$ cat config.mk
export PLATFORM = sky130hd
export DESIGN_NAME = fetch_unit
export DESIGN_NICKNAME = d
export VERILOG_FILES = /design/src/rtl/mips_pkg.sv /design/src/rtl/fetch_queue.sv /design/src/rtl/fetch_unit.sv
export SDC_FILE = /design/constraint.sdc
export NUM_CORES = 1
export LEC_CHECK = 0
export ABC_AREA = 1
export ABC_CLOCK_PERIOD_IN_PS = 4750
export BUFFER_PORTS_ARGS = -buffer_cell sky130_fd_sc_hd__buf_2
export CAP_MARGIN = 10
export CORE_MARGIN = 10
export CORE_UTILIZATION = 58
export DETAILED_ROUTE_END_ITERATION = 12
export PLACE_DENSITY = 0.81
export SLEW_MARGIN = 20
export SYNTH_ARGS = -nofsm -noshare
export SYNTH_HDL_FRONTEND = slang
export SYNTH_SLANG_ARGS = --single-unit
$ cat constraint.sdc
create_clock -name clk -period 4.75 [get_ports clk]
set_input_delay 1.425 -clock clk [delete_from_list [all_inputs] [get_ports clk]]
set_output_delay 1.425 -clock clk [all_outputs]
set_load 0.03 [all_outputs]
$ cat src/rtl/mips_pkg.sv
// Shared MIPS-32 definitions: reset vector, opcode field values and
// the fetch-queue entry bundle.
package mips_pkg;

   localparam logic [31:0] RESET_PC = 32'h0000_0000;

   localparam logic [5:0] OP_RTYPE = 6'h00;
   localparam logic [5:0] OP_J     = 6'h02;
   localparam logic [5:0] OP_BEQ   = 6'h04;
   localparam logic [5:0] OP_ADDI  = 6'h08;
   localparam logic [5:0] OP_LW    = 6'h23;
   localparam logic [5:0] OP_SW    = 6'h2B;

   typedef struct packed {
      logic [31:0] instr;
      logic [31:0] pc;
   } fetch_entry_t;

endpackage

$ cat src/rtl/fetch_queue.sv
// Two-entry in-order {instr, pc} buffer between fetch and decode.
// Head is held in slot0; an empty queue presents all zeros.
module fetch_queue
   import mips_pkg::*;
(
   input  logic         clk,
   input  logic         rst_n,
   input  logic         push,
   input  fetch_entry_t push_data,
   input  logic         pop,
   input  logic         flush,
   output logic         head_valid,
   output fetch_entry_t head,
   output logic [1:0]   count
);

   fetch_entry_t slot0;
   fetch_entry_t slot1;

   always_ff @(posedge clk) begin
      if (!rst_n) begin
         count <= 2'd0;
         slot0 <= '0;
         slot1 <= '0;
      end else if (flush) begin
         count <= 2'd0;
      end else begin
         case ({push, pop})
            2'b10: begin
               if (count == 2'd0) slot0 <= push_data;
               else               slot1 <= push_data;
               count <= count + 2'd1;
            end
            2'b01: begin
               slot0 <= slot1;
               count <= count - 2'd1;
            end
            2'b11: begin
               if (count == 2'd1) begin
                  slot0 <= push_data;
               end else begin
                  slot0 <= slot1;
                  slot1 <= push_data;
               end
            end
            default: ;
         endcase
      end
   end

   assign head_valid = (count != 2'd0);
   assign head       = head_valid ? slot0 : '0;

endmodule

$ cat src/rtl/fetch_unit.sv
// MIPS-32 instruction fetch: PC, single-outstanding imem reads,
// 2-entry instruction queue and decode-time branch/jump redirect.
module fetch_unit #(
   parameter logic [31:0] RESET_PC = mips_pkg::RESET_PC
) (
   input  logic        clk,
   input  logic        rst_n,
   output logic        imem_req,
   output logic [31:0] imem_addr,
   input  logic        imem_rvalid,
   input  logic [31:0] imem_rdata,
   output logic        instr_valid,
   output logic [31:0] instr,
   output logic [31:0] instr_pc,
   output logic [5:0]  op,
   input  logic        instr_ready,
   input  logic        branch_taken,
   input  logic [31:0] branch_offset,
   input  logic        jump,
   input  logic [25:0] jump_index
);

   import mips_pkg::*;

   logic [31:0]  fetch_pc;
   logic [31:0]  resp_pc;
   logic         outstanding;
   logic         drop;
   logic         consume;
   logic         redirect;
   logic         resp;
   logic         enqueue;
   logic [31:0]  seq_pc;
   logic [31:0]  target;
   logic [1:0]   q_count;
   logic [1:0]   q_next;
   fetch_entry_t head;
   fetch_entry_t resp_entry;

   assign consume  = instr_valid & instr_ready;
   assign redirect = consume & (jump | branch_taken);

   assign seq_pc = instr_pc + 32'd4;
   assign target = jump ? {seq_pc[31:28], jump_index, 2'b00}
                        : seq_pc + (branch_offset << 2);

   // A response racing a redirect is as stale as one already marked drop.
   assign resp    = imem_rvalid & outstanding;
   assign enqueue = resp & ~drop & ~redirect;

   always_comb begin
      q_next = 2'd0;
      if (!redirect)
         q_next = q_count - {1'b0, consume} + {1'b0, enqueue};
   end

   assign imem_req = rst_n & ~redirect
                   & (~outstanding | imem_rvalid)
                   & (q_next < 2'd2);

   assign imem_addr = fetch_pc;

   always_ff @(posedge clk) begin
      if (!rst_n) begin
         fetch_pc    <= RESET_PC;
         resp_pc     <= RESET_PC;
         outstanding <= 1'b0;
         drop        <= 1'b0;
      end else begin
         if (resp) begin
            outstanding <= 1'b0;
            drop        <= 1'b0;
         end
         if (redirect) begin
            fetch_pc <= target;
            if (outstanding && !imem_rvalid) drop <= 1'b1;
         end else if (imem_req) begin
            resp_pc     <= fetch_pc;
            fetch_pc    <= fetch_pc + 32'd4;
            outstanding <= 1'b1;
         end
      end
   end

   assign resp_entry = '{instr: imem_rdata, pc: resp_pc};

   fetch_queue u_queue (
      .clk        (clk),
      .rst_n      (rst_n),
      .push       (enqueue),
      .push_data  (resp_entry),
      .pop        (consume),
      .flush      (redirect),
      .head_valid (instr_valid),
      .head       (head),
      .count      (q_count)
   );

   assign instr    = head.instr;
   assign instr_pc = head.pc;
   assign op       = head.instr[31:26];

endmodule

# After elaboration in Yosys (flattened, before gate mapping)
# Index checks and enable logic that the tools add are counted.
word_totals:
  regBits: 196
  latch_bits: 0
  mem_bits_rw: 0
  rom_bits: 0
  in_bits: 96
  output_inout_bits: 104
  word_cells: 68
  mem_count: 0
classes:
  addsub: 7
  multipliers: 0
  n_div: 0
  magnitude_cmp: 1
  eq_ne: 7
  shifts: 0
  n_mux: 18
  bitwise_logic: 14
  reduce_logical: 12
ops:
  columns: ["cell", "count"]
  rows:
  - ["64-bit 2-to-1 mux", 5]
  - ["64-bit one-hot mux with 3 select lines", 1]
  - ["64-bit one-hot mux with 2 select lines", 1]
  - ["32-bit 2-to-1 mux", 3]
  - ["32-bit by 3-bit adder with 32-bit output, second input constant", 2]
  - ["32-bit adder", 1]
  - ["1-bit AND", 8]
  - ["2-bit nonzero test", 4]
  - ["1-bit 2-to-1 mux", 6]
  - ["2-bit by 1-bit == test with 1-bit output, second input constant", 2]
  - ["2-bit == test, second input constant", 2]
  - ["2-bit inequality test, second input constant", 2]
  - ["1-bit inverter", 4]
  - ["2-bit one-hot mux with 2 select lines", 1]
  - ["4-bit AND reduction", 1]
  - ["3-bit AND reduction", 1]
  - ["3-bit nonzero test", 1]
  - ["2-bit by 1-bit adder with 2-bit output", 1]
  - ["2-bit by 1-bit adder with 2-bit output, second input constant", 1]
  - ["2-bit zero test", 1]
  - ["2-bit less-than comparator, second input constant", 1]
  - ["2-bit 2-to-1 mux", 1]
  - ["2-bit by 1-bit inequality test with 1-bit output, second input constant", 1]
  - ["1-bit OR", 2]
  - ["6 further kinds", 6]

# Depth between registers and ports, before layout
logic_depth:
  word_depth: 11
  mapped_depth: 28
  depth_no_buf: 26

# Hierarchy
# From an unflattened synthesis, not the netlist that was laid out.
hier_totals:
  cells_unflattened: 2053
  area_unflattened_um2: 12912.4
modules_own_cells:
  columns: ["module", "n_inst", "cells_each", "area_per_inst_um2", "seq_area_each_um2"]
  rows:
  - ["fetch_queue", 1, 1017, 6623.9, 2602.5]
  - ["fetch_unit", 1, 1036, 6288.5, 1321.3]

# Least setup slack after synthesis
# No wires, ideal clock.
synth_path:
  kind: "input port to output port"
  start: "input instr_ready"
  end: "output imem_req"
  arrival_ps: 2895
  required_ps: 3325
  path_slack_ps: 430
  cell_stages: 10
  n_path_buf: 2
  cell_sequence: "inv_1 -> nor2_8 -> clkbuf_1 -> clkbuf_1 -> ha_1 -> inv_1 -> nand4_1 -> nand2_1 -> nand3_2 -> inv_2"
synth_via:
  elab_chain_cells: 8
  word_cells_on_any_way: 11
  classes_between: "2 x add/sub; 1 x order compare; 1 x mux; 7 x bitwise"
synth_rtl:
  columns: ["element", "line", "text"]
  rows:
  - ["from (decl)", "fetch_unit.sv:16", "input logic instr_ready,"]
  - ["1-bit AND *", "fetch_unit.sv:40", "assign consume = instr_valid & instr_ready;"]
  - ["branches (longest 6 deep; another with 2-bit by 1-bit subtractor with 2-bit output)", null, null]
  - ["1-bit AND *", "fetch_unit.sv:59", "& (q_next < 2'd2);"]
  - ["to (decl)", "fetch_unit.sv:8", "output logic imem_req,"]
# Mark *: on every way between the ends.

# Worst setup path in the final report
layout_path:
  start: "register u_queue.count[0]"
  end: "output imem_req"
layout_via:
  elab_chain_cells: 9
  word_cells_on_any_way: 12
  classes_between: "2 x add/sub; 1 x order compare; 1 x mux; 7 x bitwise; 1 x reduce/logical"
layout_rtl:
  columns: ["element", "line", "text"]
  rows:
  - ["from (decl)", "fetch_queue.sv:14", "output logic [1:0] count"]
  - ["from (signal assigned)", "fetch_queue.sv:32", "count <= count + 2'd1;"]
  - ["from (signal assigned)", "fetch_queue.sv:36", "count <= count - 2'd1;"]
  - ["branches (longest 8 deep; another with 2-bit by 1-bit subtractor with 2-bit output)", null, null]
  - ["1-bit AND *", "fetch_unit.sv:59", null]
# Marked as above.

==> reports/results.tsv <==
stage	metric	value	unit
yosys	Post-synth top cells	nand2_1 (372), inv_1 (333), nor2_1 (233)	
sta	RSZ-0062 raised after global routing	no	
power	Power Dens Cells	504.8	nW/um^2
run_status	status	finished, final reports clean	
cells_and_area	Final nets	2264	
yosys	area share of the largest cell type after synthesis	31.21	%
clocking	post-CTS setup buffers	0	
yosys	mux contribution to synthesized area	0	%
floorplan	die width	167.2	um
hold_path	hold endpoint	resp_pc[2]	
clocking	clock latency on the worst-skew pair	440	ps
sta	Max Clock Freq	0.2217	GHz
yosys	cell count after synthesis	2003	
cells_and_area	proportion of layout cells with a drive suffix above 1	12.65	%
placement	RD Place Congestion	0.9586	
worst_setup_path	R2R setup slack	450	ps
worst_setup_path	crit path DAT	3090	ps
hold_path	hold depth	2	
drt	Final ANT Viol Nets	0	
worst_setup_path	Critical Path, Cell by Cell	inv_1, ha_2, buf_4, buf_4, nor2_8, ha_1, inv_1, nand4_1, nand2_1, nand3_2, inv_2, buf_2	
cells_and_area	final instance area	14180	um^2
cells_and_area	Area growth, synth to finish	12.80	%
clocking	clock sinks	196	
sta	clock skew	14.05	ps
global_route	initial antenna violation count	0	
power	Max VDD drop	0.4746	mV
sta	final critical-path setup slack	239.0	ps
yosys	Post-synth top flop	dfxtp_1	
hold_path	hold_sp	resp_pc[2]	
floorplan	Die ar.	27960	um^2
yosys	sequential area share after synthesis	31.21	%
worst_setup_path	FF-to-FF Start	u_queue.count[0]	
yosys	Synth area leaders	dfxtp_1 (31%), nand2_1 (11%), inv_1 (9.9%)	
clocking	TritonCTS clock tree	built	
clocking	Root Driver	clkbuf_16	
yosys	Syn Area/Cell	6.277	um^2
yosys	FF+latch count, synth	196	
cells_and_area	Diodes inserted	0	
hold_path	hold crit path type	reg2reg	
worst_setup_path	CP Class	reg2out	
worst_setup_path	slowest cell on the critical path	buf_4	
yosys	Post-Syn Area	12570	um^2
worst_setup_path	critical path launch point type	register	
power	Leak	7.333	nW
flow_run	max cap viols	0	
placement	DP Area	13550	um^2
global_route	first-pass GRT wire length	64600	um
yosys	post-synthesis simple-gate area fraction	27.50	%
sta	Setup violations, final	0	
yosys	most frequent cell after synthesis	nand2_1	
yosys	Post-Synth XOR/XNOR Area	3.553	%
drt	WL final	40870	um
global_route	number of global-route vias before repair	12453	
sta	Tcrit/Tclk final	94.97	%
floorplan	IO Pins	200	
yosys	Ys Warns	0	
clocking	number of H-tree levels	4	
cells_and_area	fillers	1991	
clocking	CTS max path bufs	2	
floorplan	Rows	53	
sta	Final min period	4511	ps
clocking	post_cts resized	0	
worst_setup_path	worst reg2reg path depth	22	
drt	DR vias	13422	
yosys	compound-cell area share of the yosys netlist	19.55	%
placement	number of port buffers	197	
yosys	largest area contributor in the netlist	dfxtp_1	
global_route	pin count of the biggest net entering global routing	95	
yosys	ys async rst share	0	%
sta	Slew Viols, Final	0	
drt	vias per cell	5.553	
worst_setup_path	WP data required	3320	ps
yosys	Yosys cell types	45	
clocking	# hold bufs at CTS	0	
clocking	number of CTS-inserted buffers	17	
yosys	Post-synth EDFFs	0	
worst_setup_path	CP Max Fanout	33	
global_route	All-Layer GR Usage	27.81	%
yosys	main combinational cell family by area after synthesis	simple AND/OR/NAND/NOR gates	
drt	DRT iter0 DRCs	1490	
floorplan	core footprint	21150	um^2
floorplan	initial core utilization	59.43	%
drt	wire per inst	16.91	um
clocking	clock-pin slew on the worst setup and hold paths	80	ps
drt	drt drc	0	
sta	Rel. slew slack	43.58	%
sta	setup_tns	0	ps
worst_setup_path	CP Capture Type	output port	
yosys	adder-cell share of the synthesized area	3.941	%
sta	measured slew at the worst slew-check pin	844.4	ps
global_route	total grt overflow	0	
drt	DRT Pass-1 Iters	6	
floorplan	DIE HEIGHT	167.2	um
worst_setup_path	Worst R2R End	imem_addr[23]	
sta	Final Hold Fails	0	
worst_setup_path	max incr delay on CP	450	ps
yosys	syn_nets	2138	
placement	pre-CTS setup slack	494.4	ps
placement	DPL Wire Length	30590	um
==> kinds of logic after synthesis <==
kind of cell    after synthesis
compound gates              447
xor+xnor                     51
fa+ha+maj                    39
buf+inv                     448
flops                       196
simple gates                822
==> critical path: cells and delay by family, from the launching register on <==
family / cells / cell delay [ps]
adders and majority gates: 2 / 520
DFF: 1 / 340
buffers and inverters: 6 / 1350
and+or+nand+nor: 4 / 400
==> flip-flops by register name (all words and copies together) (netlist names) <==
| signal | flops |
|---|---|
| outstanding | 1 |
| resp_pc | 32 |
| imem_addr | 32 |
| u_queue.count | 2 |
| u_queue.slot0 | 64 |
| u_queue.slot1 | 64 |
| drop | 1 |
==> layer usage <==
layer | GRT usage, % | up-vias | part of all wire (%) | routed length [um]
li1 | - | 6655 | - | -
met1 | 37.23 | 6092 | 43 | 17730
met2 | 45.49 | 607 | 46 | 18720
met3 | 4.167 | 68 | 8.5 | 3490
met4 | 7.797 | 0 | 2.3 | 926
met5 | 0 | - | 0 | 0
==> how the worst max path moves through the flow <==
stage	startpoint	to	slack, ps	cells past startpoint
after global routing	u_queue.count[0]	imem_req	20	14
after global placement	instr_ready	imem_req	480	13
final	u_queue.count[0]	imem_req	240	12
after CTS	u_queue.count[0]	imem_req	220	14
after floorplan	instr_ready	imem_req	430	10
after detailed placement	instr_ready	imem_req	490	10
==> report_power, final <==
group | internal, mW | switching, mW | total (mW) | leakage (nW)
Clock | 0.748 | 0.762 | 1.51 | 0.308
Combinational | 0.883 | 2.25 | 3.13 | 5.43
Sequential | 2.09 | 0.429 | 2.52 | 1.60
Total | 3.72 | 3.44 | 7.16 | 7.33
==> stage by stage <==
step                util, %  total power, mW  hold slack (ps)  instances
floorplan                 -            4.671            439.0       2003
global placement      64.06            5.537            455.7       2385
detailed placement    64.06            5.615            466.5       2385
CTS                   67.04            7.125            476.8       2417
global route          67.04            7.622            498.5       2417
finish                67.04            7.159            474.3       2417
==> placed cells by master, fill, tap and decap left out, types with 4 or more instances in the layout <==
cell type	synthesis	layout
a21oi_1	151	151
a31oi_1	7	7
and3_1	9	9
buf_2	16	196
buf_4	14	19
clkbuf_16	0	17
clkinv_8	0	4
dfxtp_1	196	196
ha_1	38	37
inv_1	333	333
inv_2	4	4
inv_8	0	5
nand2_1	372	371
nand2_2	3	4
nand3_1	153	153
nand3b_1	4	4
nand4_1	11	11
nor2_1	233	233
nor2_2	4	4
nor3_1	19	19
o211ai_1	59	59
o21ai_0	194	194
o21ai_1	15	15
o221ai_1	8	8
xnor2_1	23	23
xor2_1	28	28
==> final cells by class <==
| cell class | count | area [um^2] | area share [%] |
|---|---|---|---|
| Clock buffer | 18 | 439.2 | 3.097 |
| Clock inverter | 14 | 191.4 | 1.350 |
| Timing Repair Buffer | 216 | 1144 | 8.064 |
| Multi-Input combinational cell | 1359 | 6862 | 48.39 |
| Tap cell | 275 | 344.1 | 2.426 |
| Sequential cell | 196 | 3924 | 27.67 |
| Inverter | 339 | 1277 | 9.008 |
Power figures use the tool's default switching activity.
